File: src/rtl/south_link_tx.sv
// South-port link transmitter: credit-gated FIFO-to-link flit pump.
// Define LINK_PARITY_EN to add the registered even-parity output link_parity.
module south_link_tx #(
   parameter int unsigned CREDIT_MAX = 8
) (
   input  logic       clk,
   input  logic       rst,
   input  logic       fifo_empty,
   output logic       fifo_rd,
   input  logic [7:0] fifo_data,
   output logic [7:0] link_data,
   output logic       link_valid,
   input  logic       credit_ret,
   output logic [3:0] credits,
   output logic       credit_err,
`ifdef LINK_PARITY_EN
   output logic       link_parity,
`endif
   output logic       busy
);

   localparam logic [3:0] CreditMax = 4'(CREDIT_MAX);

   typedef enum logic [1:0] {
      StIdle,
      StFetch,
      StSend
   } state_e;

   state_e     state_q, state_d;
   logic [3:0] credits_q, credits_d;
   logic       credit_err_q, credit_err_d;
   logic [7:0] link_data_q, link_data_d;
   logic       can_read;

   // Gating with rst keeps the strobe low while reset is held.
   assign can_read = !fifo_empty && (credits_q != 4'd0) && !rst;

   always_comb begin
      state_d = state_q;
      fifo_rd = 1'b0;
      unique case (state_q)
         StIdle: begin
            if (can_read) begin
               fifo_rd = 1'b1;
               state_d = StFetch;
            end
         end
         StFetch: begin
            state_d = StSend;
         end
         StSend: begin
            if (can_read) begin
               fifo_rd = 1'b1;
               state_d = StFetch;
            end else begin
               state_d = StIdle;
            end
         end
         default: begin
            state_d = StIdle;
         end
      endcase
   end

   // The FIFO output is valid during FETCH, so it is captured on the FETCH->SEND edge.
   always_comb begin
      link_data_d = link_data_q;
      if (state_q == StFetch) begin
         link_data_d = fifo_data;
      end
   end

   // Credits are reserved on read; a return at full depth is an overflow.
   always_comb begin
      credits_d    = credits_q;
      credit_err_d = credit_err_q;
      if (fifo_rd && !credit_ret) begin
         credits_d = credits_q - 4'd1;
      end else if (credit_ret && !fifo_rd) begin
         if (credits_q >= CreditMax) begin
            credit_err_d = 1'b1;
         end else begin
            credits_d = credits_q + 4'd1;
         end
      end
   end

   always_ff @(posedge clk or posedge rst) begin
      if (rst) begin
         state_q      <= StIdle;
         credits_q    <= CreditMax;
         credit_err_q <= 1'b0;
         link_data_q  <= 8'h00;
      end else begin
         state_q      <= state_d;
         credits_q    <= credits_d;
         credit_err_q <= credit_err_d;
         link_data_q  <= link_data_d;
      end
   end

`ifdef LINK_PARITY_EN
   logic link_parity_q, link_parity_d;

   always_comb begin
      link_parity_d = link_parity_q;
      if (state_q == StFetch) begin
         link_parity_d = ^fifo_data;
      end
   end

   always_ff @(posedge clk or posedge rst) begin
      if (rst) begin
         link_parity_q <= 1'b0;
      end else begin
         link_parity_q <= link_parity_d;
      end
   end

   assign link_parity = link_parity_q;
`endif

   assign link_data  = link_data_q;
   assign link_valid = (state_q == StSend);
   assign credits    = credits_q;
   assign credit_err = credit_err_q;
   assign busy       = (state_q != StIdle);

endmodule
File: config.mk
export PLATFORM = sky130hd
export DESIGN_NAME = south_link_tx
export DESIGN_NICKNAME = d
export VERILOG_FILES = /design/src/rtl/south_link_tx.sv
export SDC_FILE = /design/constraint.sdc
export NUM_CORES = 1
export LEC_CHECK = 0
export ABC_CLOCK_PERIOD_IN_PS = 3400
export BUFFER_PORTS_ARGS = -buffer_cell sky130_fd_sc_hd__buf_2
export CORE_MARGIN = 8
export CORE_UTILIZATION = 50
export CTS_CLUSTER_SIZE = 20
export DETAILED_ROUTE_END_ITERATION = 12
export PLACE_DENSITY = 0.84
export SKIP_CTS_REPAIR_TIMING = 1
export SLEW_MARGIN = 0
export SYNTH_ARGS = -nofsm -noshare
export SYNTH_HDL_FRONTEND = slang
export SYNTH_SLANG_ARGS = --single-unit
File: constraint.sdc
create_clock -name clk -period 3.4 [get_ports clk]
set_input_delay 0.34 -clock clk [delete_from_list [all_inputs] [get_ports clk]]
set_output_delay 0.34 -clock clk [all_outputs]
set_load 0.01 [all_outputs]
### After elaboration in Yosys (flattened, before gate mapping)

Cells that the tools add are included.

* flip-flop bits (word level): 15
* input port bits: 12
* output and inout port bits: 16
* logic and storage cells: 35

* add/sub/neg operators: 2
* $lt $le $gt $ge: 1
* equality and inequality tests: 4
* mux-type cells: 8
* bitwise logic cells: 1
* reductions and logical operators: 15

Operator list (count)
* 4-bit two-way mux: 3
* 2-bit case mux with 3 select lines: 1
* 4-bit by 1-bit adder with 4-bit output (second input constant): 1
* 4-bit greater-or-equal comparator (second input constant): 1
* 1-bit logical AND: 4
* 1-bit logical NOT: 4
* 2-bit != test (second input constant): 2
* 2-bit nonzero test: 2
* 4-bit nonzero test: 1
* 4-bit by 1-bit subtractor with 4-bit output (second input constant): 1
* 1-bit two-way mux: 3
* 3-bit AND reduction: 1
* 2-bit by 1-bit == test with 1-bit output (second input constant): 1
* 2-bit == test (second input constant): 1
* 2-bit logical NOT: 1
* 2-bit two-way mux: 1
* 2-bit AND reduction: 1
* 2-bit OR reduction: 1
* 1-bit NOT: 1

### Logic depth before layout (Yosys ltp)

Gate-level depths: netlist of run 1.

* word-level depth: 9
* mapped depth: 10

### Worst setup path before layout of run 1

No wires, ideal clock.

* kind: reg-to-reg
* from: reg credits_q[3], in the netlist credits[3]
* to: reg credits_q[2], in the netlist credits[2]
* arrival time: 2.531 ns
* required time: 3.321 ns
* setup slack: 0.790 ns
* stages on the path, launching flop included: 11
* buffers on the path: 1
* cells stage by stage: dfstp_2 nor4_1 nor4_1 ha_1 clkbuf_4 xor2_1 ha_1 a21oi_1 or3_1 a21oi_1 xor2_1

* cells in the longest elaborated chain, start to end: 9
* elaborated cells between the ends (all ways): 13
* classes of those cells: order compare: 1; eq/ne: 1; mux: 3; reduce/logical: 8

Ends and longest elaborated chain
* from (decl): RTL line 31 `logic [3:0] credits_q, credits_d;`
* from (signal assigned): RTL line 92 `credits_q <= CreditMax;`
* from (signal assigned): RTL line 97 `credits_q <= credits_d;`
* 4-bit nonzero test (*): RTL line 37 `assign can_read = !fifo_empty && (credits_q != 4'd0) && !rst;`
* 1-bit logical AND (*) (2 in series): RTL line 37
* 1-bit two-way mux (*): RTL line 44, 53
* 1-bit two-way mux (*)
* net fifo_rd: RTL line 9 `output logic fifo_rd,`
* 1-bit logical NOT: RTL line 80 `end else if (credit_ret && !fifo_rd) begin`
* 1-bit logical AND: RTL line 80
* 2-bit nonzero test (no source line)
* 2-bit AND reduction (no source line)

Mark *: on every way through the listed nets, which the timed path passes. The rest lies on a longest branch.
A chain may end at the register's enable or synchronous reset.

### Final worst setup path of run 1

* from: reg credits_q[3], in the netlist credits[3]
* to: reg credits_q[2], in the netlist credits[2]

* cells in the longest elaborated chain, start to end: 9
* elaborated cells between the ends (all ways): 13
* classes of those cells: order compare: 1; eq/ne: 1; mux: 3; reduce/logical: 8

Ends and longest elaborated chain (RTL line)
* 4-bit nonzero test: 37
* 1-bit logical AND (2 in series): 37
* 1-bit two-way mux: 44, 53
* 1-bit two-way mux
* 1-bit logical NOT: 80
* 1-bit logical AND: 80
* 2-bit nonzero test (no source line)
* 2-bit AND reduction (no source line)

Parallel ways exist; a longest one is shown, timed or not.

==> key figures, run 1 <==
Yosys
  • Ys async rst share: 100%
  • Syn Nets: 76
  • Post-synthesis sequential area ratio: between 50% and 60%
  • Count of cell types in the netlist: 25
  • Mux share of post-synthesis cell area: 13.8%
  • Synth Flop Type: dfrtp_1
  • Main combinational cell family by area after synthesis: simple AND/OR/NAND/NOR gates
  • Synth warn: 0
  • Adder-Cell Fraction of Synth Area: 6.79%
  • Mapped Area: ~740 um2
  • Compound-gate portion of the synthesized area: 5.09%
  • Avg Cell Area, Syn: roughly 12 um2
  • Register bit count reported by yosys: 15
  • Synthesized instance count: 60
  • Count of flip-flops with a built-in enable after synthesis: 0
  • Post-Synth XOR/XNOR Area: 3.57%
  • Simple-gate portion of the synthesized area: around 15%

Global routing
  • All-layer global routing usage: 11.5%
  • Total grt overflow: 0
  • Pin count of the biggest net entering global routing: 16
  • Vias in the first global route: around 560
  • Global-route wire length before repair: 2460 um
  • Initial antenna violation count: 0

Routing
  • Via count: approximately 560
  • Drt initial violations: 10
  • Vias per inst: approximately 5.3
  • Initial DRT Pass Iterations: 4
  • Number of routed nets with antenna violations: 0
  • WL/cell: approximately 15 um
  • DRC viols: 0
  • Final WL: between 1500 and 2000 um

STA
  • Final worst path period need: about 2.6 ns
  • Final setup violation count: 0
  • Setup TNS Final: 0 ns
  • Crit share post-route: 76.7%
  • Max-slew headroom: between 60 and 70%
  • RSZ-0062 raised after global routing: no
  • Fmax: 384 MHz
  • Final slew viol count: 0
  • Slew @ Worst Pin: 0.569 ns
  • Final hold violations: 0
  • Setup ws final: 0.793 ns
  • Final clock skew: about 0.0044 ns

Finish
  • Area delta synth->final: 23.3%
  • Fill count: 115
  • Share of post-route cells with drive strength above 1: between 40% and 50%
  • Commonest non-fill, non-tap cell in the layout: buf_2
  • Most frequent cells in the layout: buf_2, dfrtp_1, mux2_2, inv_1
  • Final nets: roughly 110
  • # diodes: 0

Worst setup path
  • CP Max Fanout: 9
  • Type of the worst setup path: register to register
  • CP Capture Type: register
  • R2R depth: 9
  • Startpoint Class: register
  • WP data arrival: about 2.8 ns
  • Worst Path Required: about 3.6 ns

Pwr
  • Worst vdd ir: about 430 uV
  • Leak Pwr: 0.448 nW
  • Power Density: ~800 mW/mm2
  • Tot Pwr: roughly 0.00073 W

Clocking
  • CTS root buf: clkbuf_4
  • Later-pin clock latency in the skew report: 0.28 ns
  • # H-tree levels: 1
  • CTS tree: yes
  • Clock transition at the registers of the reported paths: 0.09 ns
  • Clock buffer depth: 2
  • Clk sinks: 15
  • Cts bufs inserted: 3

Die
  • Die ar.: between 0.002 and 0.003 mm2
  • Die W: between 50 and 60 um
  • IO Pins: 28
  • Starting density of the core: 51.3%
  • CORE AREA: between 0.001 and 0.0015 mm2
  • Row count: 14
  • Die height: 54.4 um

Place
  • Worst slack, placed: 0.824 ns
  • GP Congestion: 0.786
  • Number of port buffers: 27
  • Hpwl dp: around 1200 um

Hold path
  • Worst min-delay path category: input port to async pin

Status
  • Status: complete, no violations

Job
  • Maxcap violations: 0
==> synth_stat cells (2+ instances only) <==
cell type	number	area (um2)
a21oi_1	3	15.0
dfrtp_1	14	350
ha_1	4	50.1
inv_1	5	18.8
mux2_1	2	22.5
mux2_2	7	78.8
nand2_1	2	7.51
nor4_1	4	25.0
xor2_1	3	26.3
==> state kept, by name, indices dropped and copies added, names as in the netlist <==
| name | flops |
|---|---|
| link_data | 8 |
| state_q | 2 |
| credits | 4 |
| credit_err | 1 |
==> cell type report <==
type	instances	area [um2]	area share (%)
clock buffer	3	22.5	2.48
clock inverter	1	5.00	0.551
inverter	6	22.5	2.48
multi-input combinational	37	327	36.0
sequential	15	377	41.5
tap	16	20.0	2.20
timing repair buffer	27	135	14.9
==> path summary, 6_finish.rpt <==
check                           start         end  slack, ns
setup / recovery           credits[3]  credits[2]       0.79
hold / removal                    rst  state_q[1]       0.12
setup reg to reg           credits[3]  credits[2]       0.79
hold reg to reg            credit_err  credit_err       0.46
max in group asynchronous         rst  credits[1]       2.91
min in group clk           fifo_empty  state_q[0]       0.24
==> report_power, final <==
part / leakage [nW] / internal, W / total (W) / switching, W
clock network: 0.0177 / 0.0000436 / 0.000102 / 0.0000579
logic: 0.257 / 0.000150 / 0.000301 / 0.000150
registers: 0.174 / 0.000257 / 0.000324 / 0.0000673
total: 0.448 / 0.000451 / 0.000726 / 0.000276
==> cell families (layout without fill, tap and decap cells) <==
group	Yosys count	after routing
and+or+nand+nor	16	16
xor gates and xnor gates	3	3
adders and majority gates	4	4
muxes	9	9
buffers and inverters	8	37
DFF	15	15
AOI/OAI and AO/OA	5	5
==> metal layers <==
layer	track usage, %	wire length, um
met2	18.9	906
met3	5.16	63
met5	0	0
met1	11.6	572
met4	7.79	30
==> stage by stage <==
stage,utilization [%],hold slack [ns],instances,instance area (um2)
after CTS,63.2,0.127,105,908
final,63.2,0.115,105,908
after detailed placement,61.3,0.441,101,881
after global placement,61.3,0.427,101,881
after global routing,63.2,0.148,105,908
after floorplan,-,0.241,60,737
==> worst max-delay path: stages (launching register included) <==
cell and delay [ns]:
dfstp_2 0.60, nor4_1 0.08, nor4_1 0.36, ha_1 0.44, xor2_1 0.20, ha_1 0.17, a21oi_1 0.05, or3_1 0.31
a21oi_1 0.16, xor2_1 0.16
(Power assumes the default switching activity.)
==> run 2, diff against run 1 <==
- ABC_CLOCK_PERIOD_IN_PS: 3400 -> 2200
- CORE_UTILIZATION: 50 -> 42
- PLACE_DENSITY: 0.84 -> 0.76
- clock period: 3.4 -> 2.2 ns (I/O delays scaled with it)
==> key figures, run 2 (synthesized netlist as in run 1, its figures left out) <==
Status
  • Status: complete, no violations

STA
  • RSZ-0062 raised after global routing: yes
  • Final worst path period need: 2.18 ns (-0.424 ns)
  • Smallest hold slack: 0.0105 ns (-0.105 ns)
  • Fmax: 458 MHz (+19%)
  • Final setup violation count: 0 (unchanged)
  • Final slew viol count: 0 (unchanged)
  • Max-slew headroom: 62.2% (+0.14 points)
  • Slew @ Worst Pin: 0.567 ns (-0.00213 ns)
  • Final hold violations: 0 (unchanged)
  • Final clock skew: 0.00232 ns (-0.00209 ns)
  • Crit share post-route: 99.2% (+23 points)

Routing
  • Via count: 587 (+5.0%)
  • Initial DRT Pass Iterations: 3 (-1)
  • Vias per inst: 5.15 (-3.3%)
  • WL/cell: 14.8 um (-1.1%)
  • Drt initial violations: 8 (-2)
  • Final WL: 1690 um (+7.4%)
  • Number of routed nets with antenna violations: 0 (unchanged)
  • DRC viols: 0 (unchanged)

Finish
  • Commonest non-fill, non-tap cell in the layout: buf_2
  • Post-route non-filler standard cell count: 114 (+8.6%)
  • Fill count: 150 (+30%)
  • Final nets: 114 (+7.5%)
  • Most frequent cells in the layout: buf_2, dfrtp_1, buf_4, mux2_2, inv_1
  • Area delta synth->final: 34.1%
  • # diodes: 0 (unchanged)
  • Share of post-route cells with drive strength above 1: 56.7% (+8.4 points)
  • Max reg flops: 8 (unchanged)

Worst setup path
  • R2R depth: 9 (unchanged)
  • WP data arrival: 2.37 ns (-0.44 ns)
  • Startpoint Class: register
  • Type of the worst setup path: register to register
  • Slowest stage cell, crit path: dfrtp_1
  • R2R setup slack: 0.02 ns (-0.78 ns)
  • Critical R2R Launch: credits[1]
  • CP Max Fanout: 3 (-6)
  • CP Capture Type: register
  • CP top delay family: simple AND/OR/NAND/NOR gates
  • Worst Path Required: 2.38 ns (-1.23 ns)
  • Stages on worst setup path: 9 (unchanged)
  • Worst R2R End: credits[3]
  • Max stage delay on crit path: 0.41 ns (-0.19 ns)
  • Worst path bufs/invs: 2 (+2)
  • Crit path from: credits[1]
  • Crit path capture: credits[3]
  • Worst-path cell chain: nor4_2 > nor4_2 > buf_4 > buf_4 > ha_1 > nand2_1 > nand4_2 > and3_4 > a2111oi_2

Die
  • Starting density of the core: 43.6% (-7.7 points)
  • Die height: 57.9 um (+6.4%)
  • Row count: 15 (+1)
  • Die ar.: 0.00335 mm2 (+13%)
  • CORE AREA: 0.00169 mm2 (+18%)
  • IO Pins: 28 (unchanged)
  • Die W: 57.9 um (+6.4%)

Global routing
  • Initial antenna violation count: 0 (unchanged)
  • Vias in the first global route: 653 (+18%)
  • All-layer global routing usage: 10.5% (-1.0 points)
  • Total grt overflow: 0 (unchanged)
  • Pin count of the biggest net entering global routing: 16 (unchanged)
  • Global-route wire length before repair: 2730 um (+11%)

Clocking
  • Clock transition at the registers of the reported paths: 0.09 ns (about the same)
  • CTS tree: yes
  • Cts bufs inserted: 3 (unchanged)
  • Clk sinks: 15 (unchanged)
  • Later-pin clock latency in the skew report: 0.28 ns (about the same)
  • # H-tree levels: 1 (unchanged)
  • CTS root buf: clkbuf_4
  • Clock buffer depth: 2 (unchanged)

Pwr
  • Power Density: 1220 mW/mm2 (+53%)
  • Leak Pwr: 0.488 nW (+8.9%)
  • Worst vdd ir: 690 uV (+62%)

Hold path
  • Worst min-delay path category: input port to async pin

Job
  • Maxcap violations: 0 (unchanged)

Place
  • Number of port buffers: 27 (unchanged)
  • Hpwl dp: 1400 um (+13%)
  • GP Congestion: 0.921 (+17%)
  • DP Cell Count: 109 (+7.9%)
-- run 2: cell types whose count changed in the layout (fill, tap and decap cells not counted), sizes merged --
cell	before	now
buf	27	35
-- run 2: per-layer routing --
layer	vias to the layer above	wire length, um	track usage, %
met5	-	0	0
met4	0	11	4.20
met3	2	156	5.30
met2	23	803	18.2
met1	280	716	10.4
li1	282	-	-
-- run 2: layout make-up --
cell class	count	area [um2]	share of cell area, %
clock buffers	3	22.5	2.28
clock inverters	1	5.00	0.506
multi-input cells	37	345	34.9
repair buffers	35	195	19.7
flip-flops and latches	15	377	38.1
well taps	17	21.3	2.15
inverters	6	22.5	2.28
-- run 2: power by group --
group	internal [W]	switching, W
Combinational	0.000293	0.000295
Sequential	0.000397	0.0000677
Clock	0.0000675	0.0000869
-- run 2: how the worst min path moves through the flow --
stage / to
finish: credit_err
global route: state_q[0]
CTS: state_q[0]
detailed placement: credit_err
global placement: state_q[0]
floorplan: credit_err
-- run 2: stage by stage --
step / util [%] / power, W / cell area [um2] / worst slack [ns] / setup TNS [ns]
after floorplan: - / 0.000784 / 743 / -0.191 / -0.210
after global placement: 55.7 / 0.00102 / 941 / 0.0330 / 0
after detailed placement: 55.7 / 0.00105 / 941 / -0.0110 / -0.0110
after CTS: 57.3 / 0.00121 / 968 / -0.0466 / -0.0466
after global routing: 58.5 / 0.00130 / 988 / -0.135 / -0.251
final: 58.5 / 0.00121 / 988 / 0.0171 / 0
-- run 2: worst register-to-register path: stages, from the launching register on --
cell	delay (ns)
dfrtp_1	0.41
nor4_2	0.37
nor4_2	0.09
buf_4	0.14
buf_4	0.12
ha_1	0.22
nand2_1	0.09
nand4_2	0.13
and3_4	0.20
a2111oi_2	0.32
